<file path="src/rtl/dmem_ctrl_pkg.sv">
// -----------------------------------------------------------------------------
// dmem_ctrl_pkg
//   Shared types and constants for the data-memory access controller.
//   - state_t  : sequencer states
//   - req_id_t : which requester owns the operation in flight
//   - S_W / V_W / LANES / MEM_SIZE : default word width, vector width,
//     lanes per vector and memory depth in words
// -----------------------------------------------------------------------------
package dmem_ctrl_pkg;

  localparam int S_W      = 32;
  localparam int V_W      = 192;
  localparam int LANES    = V_W / S_W;
  localparam int MEM_SIZE = 30015;

  typedef enum logic [2:0] {
    IDLE  = 3'd0,
    ISSUE = 3'd1,
    WAIT  = 3'd2,
    RESP  = 3'd3,
    ERR   = 3'd4
  } state_t;

  typedef enum logic {
    REQ_PIPE = 1'b0,
    REQ_DMA  = 1'b1
  } req_id_t;

endpackage

</file>
<file path="src/rtl/dmem_rr_arbiter.sv">
// -----------------------------------------------------------------------------
// dmem_rr_arbiter
//   Two-way round-robin arbiter between the pipeline and the DMA port.
//   A sole requester is granted; on a tie the requester that was not granted
//   last wins. The last-grant flop only moves when the parent accepts.
// Ports:
//   clk, rst    : clock, asynchronous active-high reset
//   i_p_valid   : pipeline request valid
//   i_d_valid   : DMA request valid
//   i_update    : grant was consumed this cycle, remember the winner
//   o_gnt_p     : pipeline granted (one-hot with o_gnt_d)
//   o_gnt_d     : DMA granted
// -----------------------------------------------------------------------------
module dmem_rr_arbiter
  import dmem_ctrl_pkg::*;
(
  input  logic clk,
  input  logic rst,
  input  logic i_p_valid,
  input  logic i_d_valid,
  input  logic i_update,
  output logic o_gnt_p,
  output logic o_gnt_d
);

  req_id_t r_last;

  // Grant selection; last-grant resets to DMA so the pipeline wins the first tie.
  always_comb begin
    o_gnt_p = 1'b0;
    o_gnt_d = 1'b0;
    if (i_p_valid && i_d_valid) begin
      if (r_last == REQ_DMA) begin
        o_gnt_p = 1'b1;
      end else begin
        o_gnt_d = 1'b1;
      end
    end else if (i_p_valid) begin
      o_gnt_p = 1'b1;
    end else if (i_d_valid) begin
      o_gnt_d = 1'b1;
    end else begin
      o_gnt_p = 1'b0;
      o_gnt_d = 1'b0;
    end
  end

  // Remember who won the most recent accepted grant.
  always_ff @(posedge clk or posedge rst) begin
    if (rst) begin
      r_last <= REQ_DMA;
    end else if (i_update) begin
      r_last <= o_gnt_p ? REQ_PIPE : REQ_DMA;
    end
  end

endmodule

</file>
<file path="src/rtl/dmem_access_ctrl.sv">
// -----------------------------------------------------------------------------
// dmem_access_ctrl
//   Sequencer/arbiter in front of a single-word data memory. Shares the memory
//   between the core pipeline (scalar or LANES-word vector) and the image-loader
//   DMA (scalar). Vector accesses are split into one word beat per cycle and
//   vector read data is reassembled lane by lane.
// Ports:
//   clk, rst                      : clock, asynchronous active-high reset
//   p_req_valid/p_req_ready       : pipeline request handshake
//   p_we, p_isVector, p_addr, p_wd: pipeline request fields
//   p_rsp_valid, p_rd, p_err      : pipeline completion pulse, read data, error
//   d_req_valid/d_req_ready       : DMA request handshake
//   d_we, d_addr, d_wd            : DMA request fields
//   d_rsp_valid, d_rd, d_err      : DMA completion pulse, read data, error
//   m_we, m_addr, m_wd, m_rd      : memory port (m_rd answers last cycle's m_addr)
//   busy                          : controller not idle
// -----------------------------------------------------------------------------
module dmem_access_ctrl
  import dmem_ctrl_pkg::*;
#(
  parameter int S    = S_W,
  parameter int V    = V_W,
  parameter int SIZE = MEM_SIZE
) (
  input  logic         clk,
  input  logic         rst,
  input  logic         p_req_valid,
  output logic         p_req_ready,
  input  logic         p_we,
  input  logic         p_isVector,
  input  logic [S-1:0] p_addr,
  input  logic [V-1:0] p_wd,
  output logic         p_rsp_valid,
  output logic [V-1:0] p_rd,
  output logic         p_err,
  input  logic         d_req_valid,
  output logic         d_req_ready,
  input  logic         d_we,
  input  logic [S-1:0] d_addr,
  input  logic [S-1:0] d_wd,
  output logic         d_rsp_valid,
  output logic [S-1:0] d_rd,
  output logic         d_err,
  output logic         m_we,
  output logic [S-1:0] m_addr,
  output logic [S-1:0] m_wd,
  input  logic [S-1:0] m_rd,
  output logic         busy
);

  localparam int NL = V / S;
  localparam int LW = (NL > 1) ? $clog2(NL) : 1;

  // Sequencer state and latched request
  state_t        r_state;
  state_t        w_state_n;
  logic [LW-1:0] r_lane;
  logic [LW-1:0] w_lane_n;
  logic [LW-1:0] r_last;
  logic          r_we;
  req_id_t       r_id;
  logic [S-1:0]  r_addr;
  logic [V-1:0]  r_wd;

  // Read capture pipeline: marks the cycle in which m_rd belongs to us
  logic          r_cap_en;
  logic [LW-1:0] r_cap_lane;
  req_id_t       r_cap_id;

  // Registered outputs
  logic          r_m_we;
  logic [S-1:0]  r_m_addr;
  logic [S-1:0]  r_m_wd;
  logic          r_p_rsp_valid;
  logic          r_p_err;
  logic [V-1:0]  r_p_rd;
  logic          r_d_rsp_valid;
  logic          r_d_err;
  logic [S-1:0]  r_d_rd;

  // Arbitration and selected request
  logic          w_gnt_p;
  logic          w_gnt_d;
  logic          w_idle;
  logic          w_accept;
  req_id_t       w_sel_id;
  logic          w_sel_we;
  logic          w_sel_vec;
  logic [S-1:0]  w_sel_addr;
  logic [V-1:0]  w_sel_wd;
  logic [LW-1:0] w_sel_last;
  logic [S:0]    w_sel_end;
  logic          w_sel_bad;

  // Source of the beat driven next cycle
  logic          w_beat_en;
  logic          w_src_we;
  logic [S-1:0]  w_src_addr;
  logic [V-1:0]  w_src_wd;

  assign w_idle   = (r_state == IDLE);
  assign w_accept = w_idle && (w_gnt_p || w_gnt_d);

  dmem_rr_arbiter u_arb (
    .clk      (clk),
    .rst      (rst),
    .i_p_valid(p_req_valid),
    .i_d_valid(d_req_valid),
    .i_update (w_accept),
    .o_gnt_p  (w_gnt_p),
    .o_gnt_d  (w_gnt_d)
  );

  assign p_req_ready = w_idle && w_gnt_p;
  assign d_req_ready = w_idle && w_gnt_d;

  // Mux the granted request and range-check it in S+1 bits so the end address cannot wrap.
  always_comb begin
    w_sel_id   = REQ_PIPE;
    w_sel_we   = 1'b0;
    w_sel_vec  = 1'b0;
    w_sel_addr = {S{1'b0}};
    w_sel_wd   = {V{1'b0}};
    if (w_gnt_p) begin
      w_sel_id   = REQ_PIPE;
      w_sel_we   = p_we;
      w_sel_vec  = p_isVector;
      w_sel_addr = p_addr;
      w_sel_wd   = p_wd;
    end else begin
      w_sel_id   = REQ_DMA;
      w_sel_we   = d_we;
      w_sel_vec  = 1'b0;
      w_sel_addr = d_addr;
      w_sel_wd   = {{(V-S){1'b0}}, d_wd};
    end
    w_sel_last = w_sel_vec ? LW'(NL - 1) : {LW{1'b0}};
    w_sel_end  = {1'b0, w_sel_addr} + {{(S+1-LW){1'b0}}, w_sel_last};
    w_sel_bad  = (w_sel_end > (S+1)'(SIZE - 1));
  end

  // Next-state and lane-counter logic.
  always_comb begin
    w_state_n = r_state;
    w_lane_n  = r_lane;
    case (r_state)
      IDLE: begin
        if (w_accept) begin
          w_state_n = w_sel_bad ? ERR : ISSUE;
          w_lane_n  = {LW{1'b0}};
        end else begin
          w_state_n = IDLE;
        end
      end
      ISSUE: begin
        if (r_lane == r_last) begin
          w_state_n = r_we ? RESP : WAIT;
        end else begin
          w_lane_n = r_lane + 1'b1;
        end
      end
      WAIT:    w_state_n = RESP;
      RESP:    w_state_n = IDLE;
      ERR:     w_state_n = IDLE;
      default: w_state_n = IDLE;
    endcase
  end

  // Memory outputs are registered, so the beat for next cycle is built from the
  // live request on the accept edge and from the latched request afterwards.
  always_comb begin
    w_beat_en = (w_state_n == ISSUE);
    if (w_idle) begin
      w_src_we   = w_sel_we;
      w_src_addr = w_sel_addr;
      w_src_wd   = w_sel_wd;
    end else begin
      w_src_we   = r_we;
      w_src_addr = r_addr;
      w_src_wd   = r_wd;
    end
  end

  // Sequencer, request latch, memory beat and response pulse registers.
  always_ff @(posedge clk or posedge rst) begin
    if (rst) begin
      r_state       <= IDLE;
      r_lane        <= {LW{1'b0}};
      r_last        <= {LW{1'b0}};
      r_we          <= 1'b0;
      r_id          <= REQ_PIPE;
      r_addr        <= {S{1'b0}};
      r_wd          <= {V{1'b0}};
      r_cap_en      <= 1'b0;
      r_cap_lane    <= {LW{1'b0}};
      r_cap_id      <= REQ_PIPE;
      r_m_we        <= 1'b0;
      r_m_addr      <= {S{1'b0}};
      r_m_wd        <= {S{1'b0}};
      r_p_rsp_valid <= 1'b0;
      r_p_err       <= 1'b0;
      r_d_rsp_valid <= 1'b0;
      r_d_err       <= 1'b0;
    end else begin
      r_state <= w_state_n;
      r_lane  <= w_lane_n;
      if (w_accept) begin
        r_we   <= w_sel_we;
        r_id   <= w_sel_id;
        r_addr <= w_sel_addr;
        r_wd   <= w_sel_wd;
        r_last <= w_sel_last;
      end
      r_m_we   <= w_beat_en & w_src_we;
      r_m_addr <= w_beat_en ? (w_src_addr + {{(S-LW){1'b0}}, w_lane_n}) : {S{1'b0}};
      r_m_wd   <= w_beat_en ? w_src_wd[w_lane_n*S +: S] : {S{1'b0}};
      // A read beat on the bus now has its data on m_rd next cycle.
      r_cap_en   <= (r_state == ISSUE) && !r_we;
      r_cap_lane <= r_lane;
      r_cap_id   <= r_id;
      // Good completions pulse while in RESP; errors pulse on the way out of ERR.
      r_p_rsp_valid <= ((w_state_n == RESP) || (r_state == ERR)) && (r_id == REQ_PIPE);
      r_d_rsp_valid <= ((w_state_n == RESP) || (r_state == ERR)) && (r_id == REQ_DMA);
      r_p_err       <= (r_state == ERR) && (r_id == REQ_PIPE);
      r_d_err       <= (r_state == ERR) && (r_id == REQ_DMA);
    end
  end

  // Read data capture; scalar pipeline reads start from a zeroed upper vector.
  always_ff @(posedge clk or posedge rst) begin
    if (rst) begin
      r_p_rd <= {V{1'b0}};
      r_d_rd <= {S{1'b0}};
    end else if (w_accept && (w_sel_id == REQ_PIPE) && !w_sel_we && !w_sel_vec && !w_sel_bad) begin
      r_p_rd[V-1:S] <= {(V-S){1'b0}};
    end else if (r_cap_en) begin
      if (r_cap_id == REQ_PIPE) begin
        r_p_rd[r_cap_lane*S +: S] <= m_rd;
      end else begin
        r_d_rd <= m_rd;
      end
    end
  end

  assign m_we        = r_m_we;
  assign m_addr      = r_m_addr;
  assign m_wd        = r_m_wd;
  assign p_rsp_valid = r_p_rsp_valid;
  assign p_err       = r_p_err;
  assign p_rd        = r_p_rd;
  assign d_rsp_valid = r_d_rsp_valid;
  assign d_err       = r_d_err;
  assign d_rd        = r_d_rd;
  assign busy        = (r_state != IDLE);

endmodule
</file>
<file path="config.mk">
export PLATFORM = sky130hd
export DESIGN_NAME = dmem_access_ctrl
export DESIGN_NICKNAME = d
export VERILOG_FILES = /design/src/rtl/dmem_ctrl_pkg.sv /design/src/rtl/dmem_rr_arbiter.sv /design/src/rtl/dmem_access_ctrl.sv
export SDC_FILE = /design/constraint.sdc
export NUM_CORES = 1
export LEC_CHECK = 0
export ABC_AREA = 1
export CORE_ASPECT_RATIO = 0.75
export CORE_MARGIN = 4
export CORE_UTILIZATION = 45
export CTS_CLUSTER_DIAMETER = 80
export DETAILED_ROUTE_END_ITERATION = 7
export GPL_TIMING_DRIVEN = 0
export PLACE_DENSITY = 0.74
export SYNTH_ARGS = -nofsm -noshare
export SYNTH_HDL_FRONTEND = slang
export SYNTH_SLANG_ARGS = --single-unit
export TNS_END_PERCENT = 5
</file>
<file path="constraint.sdc">
create_clock -name clk -period 20.6 [get_ports clk]
set_input_delay 4.12 -clock clk [delete_from_list [all_inputs] [get_ports clk]]
set_output_delay 4.12 -clock clk [all_outputs]
set_load 0.03 [all_outputs]
</file>
=== After elaboration in Yosys (flattened, before gate mapping) ===
Index checks and enable logic that the tools add are counted.

* Add/sub/neg operators: 4
* Bitwise logic cells: 4
* Multiply operators: 0
* Shift operators: 3
* Eq/ne operators: 7
* Muxes and demuxes: 30
* Reduce and logical (&&, ||, !) cells: 25
* Magnitude comparators: 1
* Divide/modulo/power cells: 0

{| class="wikitable"
|+ Operator list
! cell !! number
|-
| $mux W192 || 4
|-
| $bwmux W192 || 1
|-
| $shift A32 B34 Y192 const A || 1
|-
| $shiftx A192 B9 Y32 || 1
|-
| $shiftx A32 B34 Y192 || 1
|-
| $mux W160 || 1
|-
| $mux W32 || 4
|-
| $neg A8 Y34 || 1
|-
| $add A32 B3 Y33 || 1
|-
| $gt A33 B15 Y1 const B || 1
|-
| $add A32 B3 Y32 || 1
|-
| $mux W3 || 6
|-
| $logic_and A1 B1 Y1 || 13
|-
| $mux W1 || 12
|-
| $pmux W3 S3 || 1
|-
| $eq A3 B1 Y1 const B || 2
|-
| $eq A3 B2 Y1 const B || 2
|-
| $pmux W3 S2 || 1
|-
| $reduce_and A3 Y1 || 2
|-
| $logic_not A1 Y1 || 4
|-
| $add A3 B1 Y3 const B || 1
|-
| $eq A3 B3 Y1 || 1
|-
| $eq A3 B3 Y1 const B || 1
|-
| $logic_not A3 Y1 || 1
|-
| 7 further kinds || 10
|}

* Bits in latches: 0
* Bits in read-only memories: 0
* Register bits: 534
* Input bits: 327
* Memories kept: 0
* Memory bits (writable): 0
* Output and inout port bits: 296
* Logic and storage cells: 95

=== Logic depth before layout (Yosys ltp) ===
* Depth in word-level cells: 12
* Gate-level depth with buffers: 25
* Mapped depth without buffers: 23

=== Hierarchy ===
A second synthesis with hierarchy kept.

* Cell total of the unflattened synthesis: 3240
* Area, all modules: 26748.2 µm²

{| class="wikitable"
|+ By module, submodules not included
! module !! cells each !! times used !! area each (µm²) !! sequential area each (µm²)
|-
| dmem_access_ctrl || 3229 || 1 || 26681.8 || 13287.7
|-
| dmem_rr_arbiter || 11 || 1 || 66.3 || 26.3
|}

=== Worst setup path after synthesis ===
No wires, ideal clock.

* Path kind: input -> output
* Start: input port p_req_valid
* End: output port d_req_ready
* Cell stages on the path: 6
* Path buffers: 4
* Path slack: 10878 ps
* Arrival: 5602 ps
* Cells stage by stage: buf_4 a21boi_2 clkbuf_1 clkbuf_1 buf_1 nor2_1

* Word-level cells in the longest chain between the ends: 3
* Elaborated cells between the ends (all ways): 4
* Classes of those cells: mux (2); reduce/logical (2)

{| class="wikitable"
|+ Ends and longest elaborated chain
! item !! RTL line !! source
|-
| from (decl) || dmem_access_ctrl.sv:27 || <nowiki>input logic p_req_valid,</nowiki>
|-
| $mux W1 or $logic_and A1 B1 Y1 (tied branches) || dmem_rr_arbiter.sv:38, dmem_rr_arbiter.sv:32 ||
|-
| $mux W1 (*) || dmem_rr_arbiter.sv:32 || <nowiki>if (i_p_valid && i_d_valid) begin</nowiki>
|-
| $logic_and A1 B1 Y1 (*) || dmem_access_ctrl.sv:115 || <nowiki>assign d_req_ready = w_idle && w_gnt_d;</nowiki>
|-
| to (decl) || dmem_access_ctrl.sv:37 || <nowiki>output logic d_req_ready,</nowiki>
|}

Every way passes the cells marked *; elsewhere a longest branch is shown, timed or not.

=== Worst setup path in the final report ===
Ends and elaborated chain as after synthesis.

==> impl_metrics.json <==
{
  "powerDensity_nw_per_um2": 76.6,
  "status": "completed",
  "relSlewSlack_pct": 22.1,
  "seqPwrFrac_pct": 43.7,
  "p_comb_share_pct": 17.5,
  "setup_ws_ps": 8830,
  "ys_types": 47,
  "synth_top_flop_cell": "dfrtp_1",
  "overflow": 0,
  "core_um2": 56300,
  "cts-hold-fix-buffers": 0,
  "start_util_pct": 45.9,
  "dp_hpwl_mm": 82.2,
  "worstPathArrival_ps": 7650,
  "synth_top_area_share_pct": 51.5,
  "cp.required_ps": 16480,
  "hp-class": "flip-flop to flip-flop",
  "ant_nets": 0,
  "worstMarginPinSlew_ps": 1160,
  "synthTopCellsByCount": "nand2_1 (769), dfrtp_1 (531), o21ai_0 (456)",
  "fp.dieW_um": 285,
  "synth_warnings": 0,
  "fin_worst_skew_ps": 41.6,
  "ys_ff_latch": 532,
  "switching_share_pct": 29.1,
  "post_cts_resized": 0,
  "fmax_ghz": 0.0849,
  "post_cts_buffers": 0,
  "layout.nets": 4254,
  "drive_above_1_share_pct": 5.00,
  "grt.total_usage_pct": 33.3,
  "clk_latency_ps": 630,
  "setup_viol": 0,
  "ys_seq_area_share_pct": 51.6,
  "drtIter0Drc": 3349,
  "path_clk_slew_ps": 60,
  "synth_area_leaders": "dfrtp_1 (51%), nand2_1 (11%), o21ai_0 (8.8%)",
  "timing.setup.tns_ps": 0,
  "cts_tree": "built",
  "portBuffers": 622,
  "die_y_um": 215,
  "rsz0062_at_grt": "false",
  "wl_per_cell_um": 22.5,
  "min_period_ps": 11770,
  "syn_avg_cell_area_um2": 7.97,
  "drt-pass1-iter-count": 6,
  "cap_viol_max_count": 0,
  "dpl.cell_count": 4595,
  "peakVddDrop_v": 0.0000610,
  "crit_type": "input pin to output port",
  "vias": 26500,
  "synthArstFlopShare_pct": 100,
  "synthesis.nets": 3573,
  "fin_cells": 4702,
  "crit_fanout": 10,
  "numCtsBuffers": 52,
  "h-tree-depth": 2,
  "routabilityCongestion": 0.972,
  "clockPowerShare_pct": 38.8,
  "place_ws_ps": 8940,
  "grt_pass1_vias": 24700,
  "switchingPower_uw": 780,
  "clock_path_buffers": 3,
  "synth_edf_count": 0,
  "area_delta_synth_final_pct": 35.4,
  "grt_pass1_wl_mm": 156,
  "die_area_um2": 61300,
  "routed_via_density": 5.64,
  "grt_antenna_before_repair": 21,
  "synthCells": 3238,
  "hold_viol": 0,
  "row_count": 75,
  "root_buffer": "clkbuf_16",
  "drcViolationCount": 0,
  "cp-end-kind": "output port",
  "cp-start-kind": "input pin",
  "p_int_mw": 1.90,
  "p_leak_nw": 15.6,
  "netlist_area_um2": 25800,
  "synth_top_area_cell": "dfrtp_1",
  "timing.final.crit_share_pct": 57.1,
  "clock_sinks": 532,
  "final_util_pct": 62.1,
  "slew_viol_final": 0,
  "ios": 623,
  "yosysMostFrequentCell": "nand2_1",
  "drt_wl_total_mm": 106,
  "grt_start_max_net_pins": 124
}
## path summary, 6_finish.rpt
kind / from / end / slack [ps] / depth (start not counted)
worst max register to register: r_state[2] / m_addr[31] / 14650 / 23
min in group asynchronous: rst / m_addr[24] / 4000 / 2
worst max-delay path: p_req_valid / d_req_ready / 8830 / 8
worst min-delay path: r_lane[1] / r_cap_lane[1] / 450 / 0
worst min register to register: r_lane[1] / r_cap_lane[1] / 450 / 0
max in group asynchronous: rst / p_rd[35] / 14580 / 5
## through the flow
stage	cell area (µm²)	hold slack (ps)	power (mW)
detailed placement	33100	439	1.65
finish	35000	448	2.68
global route	34900	477	2.78
global placement	33000	435	1.64
CTS	34900	453	2.67
floorplan	25800	395	1.44
## worst max-delay path, cell delays in order
cell and delay (ps):
clkdlybuf4s50_1 520, buf_4 200, a21boi_2 450, clkbuf_1 650, clkbuf_1 440, buf_1 460
nor2_1 160, clkdlybuf4s50_1 640
## power by group through the flow
stage	clock, mW	sequential, mW	combinational [mW]
finish	1.04	1.17	0.470
floorplan	0	1.19	0.251
global placement	0	1.19	0.450
global route	1.09	1.18	0.514
CTS	1.04	1.17	0.462
detailed placement	0	1.19	0.460
## cells in the final DEF, fill, tap and decap left out, types with 8 or more instances in the layout
master | Yosys | final
nand2_2 | 8 | 8
dfrtp_1 | 531 | 531
buf_2 | 27 | 27
nand3_1 | 222 | 222
clkbuf_1 | 156 | 159
inv_2 | 8 | 8
o21ai_1 | 48 | 48
o21ai_0 | 456 | 456
a31oi_1 | 33 | 33
a32oi_1 | 31 | 31
clkbuf_8 | 0 | 15
mux2i_1 | 32 | 32
a21oi_1 | 109 | 109
clkbuf_16 | 0 | 53
nor3_1 | 32 | 32
diode_2 | 0 | 14
o211ai_1 | 14 | 14
a211oi_1 | 8 | 8
xor2_1 | 29 | 29
nand2_1 | 769 | 769
o21ai_2 | 17 | 17
nand4_1 | 14 | 14
clkinv_2 | 0 | 9
inv_1 | 177 | 176
clkdlybuf4s50_1 | 0 | 622
buf_1 | 9 | 9
nor2_1 | 433 | 433
buf_6 | 16 | 16
## logic make-up after synthesis
kind of cell | after synthesis | synth area share, %
AND/OR/NAND/NOR | 1509 | 23.9
AO/OA/AOI/OAI | 722 | 15.1
flip-flops | 532 | 51.6
buffers and inverters | 401 | 6.56
XOR/XNOR | 34 | 1.15
multiplexers | 32 | 1.24
adder cells (fa/ha/maj) | 8 | 0.417
## cell type report
| type | instances | area (µm²) |
|---|---|---|
| Antenna cell | 14 | 35.0 |
| Clock inverter | 21 | 298 |
| Tap cell | 731 | 915 |
| Inverter | 187 | 709 |
| Sequential cell | 532 | 13300 |
| Buffer | 214 | 992 |
| Timing Repair Buffer | 627 | 6340 |
| Multi-Input combinational cell | 2305 | 10800 |
| Fill cell | 4943 | 21300 |
| Clock buffer | 71 | 1540 |
## flip-flops by register name, summed over array words and instances (netlist names)
signal and flops:
p_rd 192, r_wd 192, d_rd 32, m_addr 32, m_wd 32, r_addr 32, r_cap_lane 3, r_lane 3
r_state 3, d_err 1, d_rsp_valid 1, m_we 1, p_err 1, p_rsp_valid 1, r_cap_en 1, r_cap_id 1
r_id 1, r_last 1, r_we 1, u_arb.r_last 1
## metal layers
metal	wire length, µm	track usage [%]	vias up
li1	-	-	12100
met5	70	0	-
met4	3710	10.4	12
met3	11800	6.92	223
met2	46500	51.0	1511
met1	43600	48.0	12700
(Power assumes the default switching activity.)
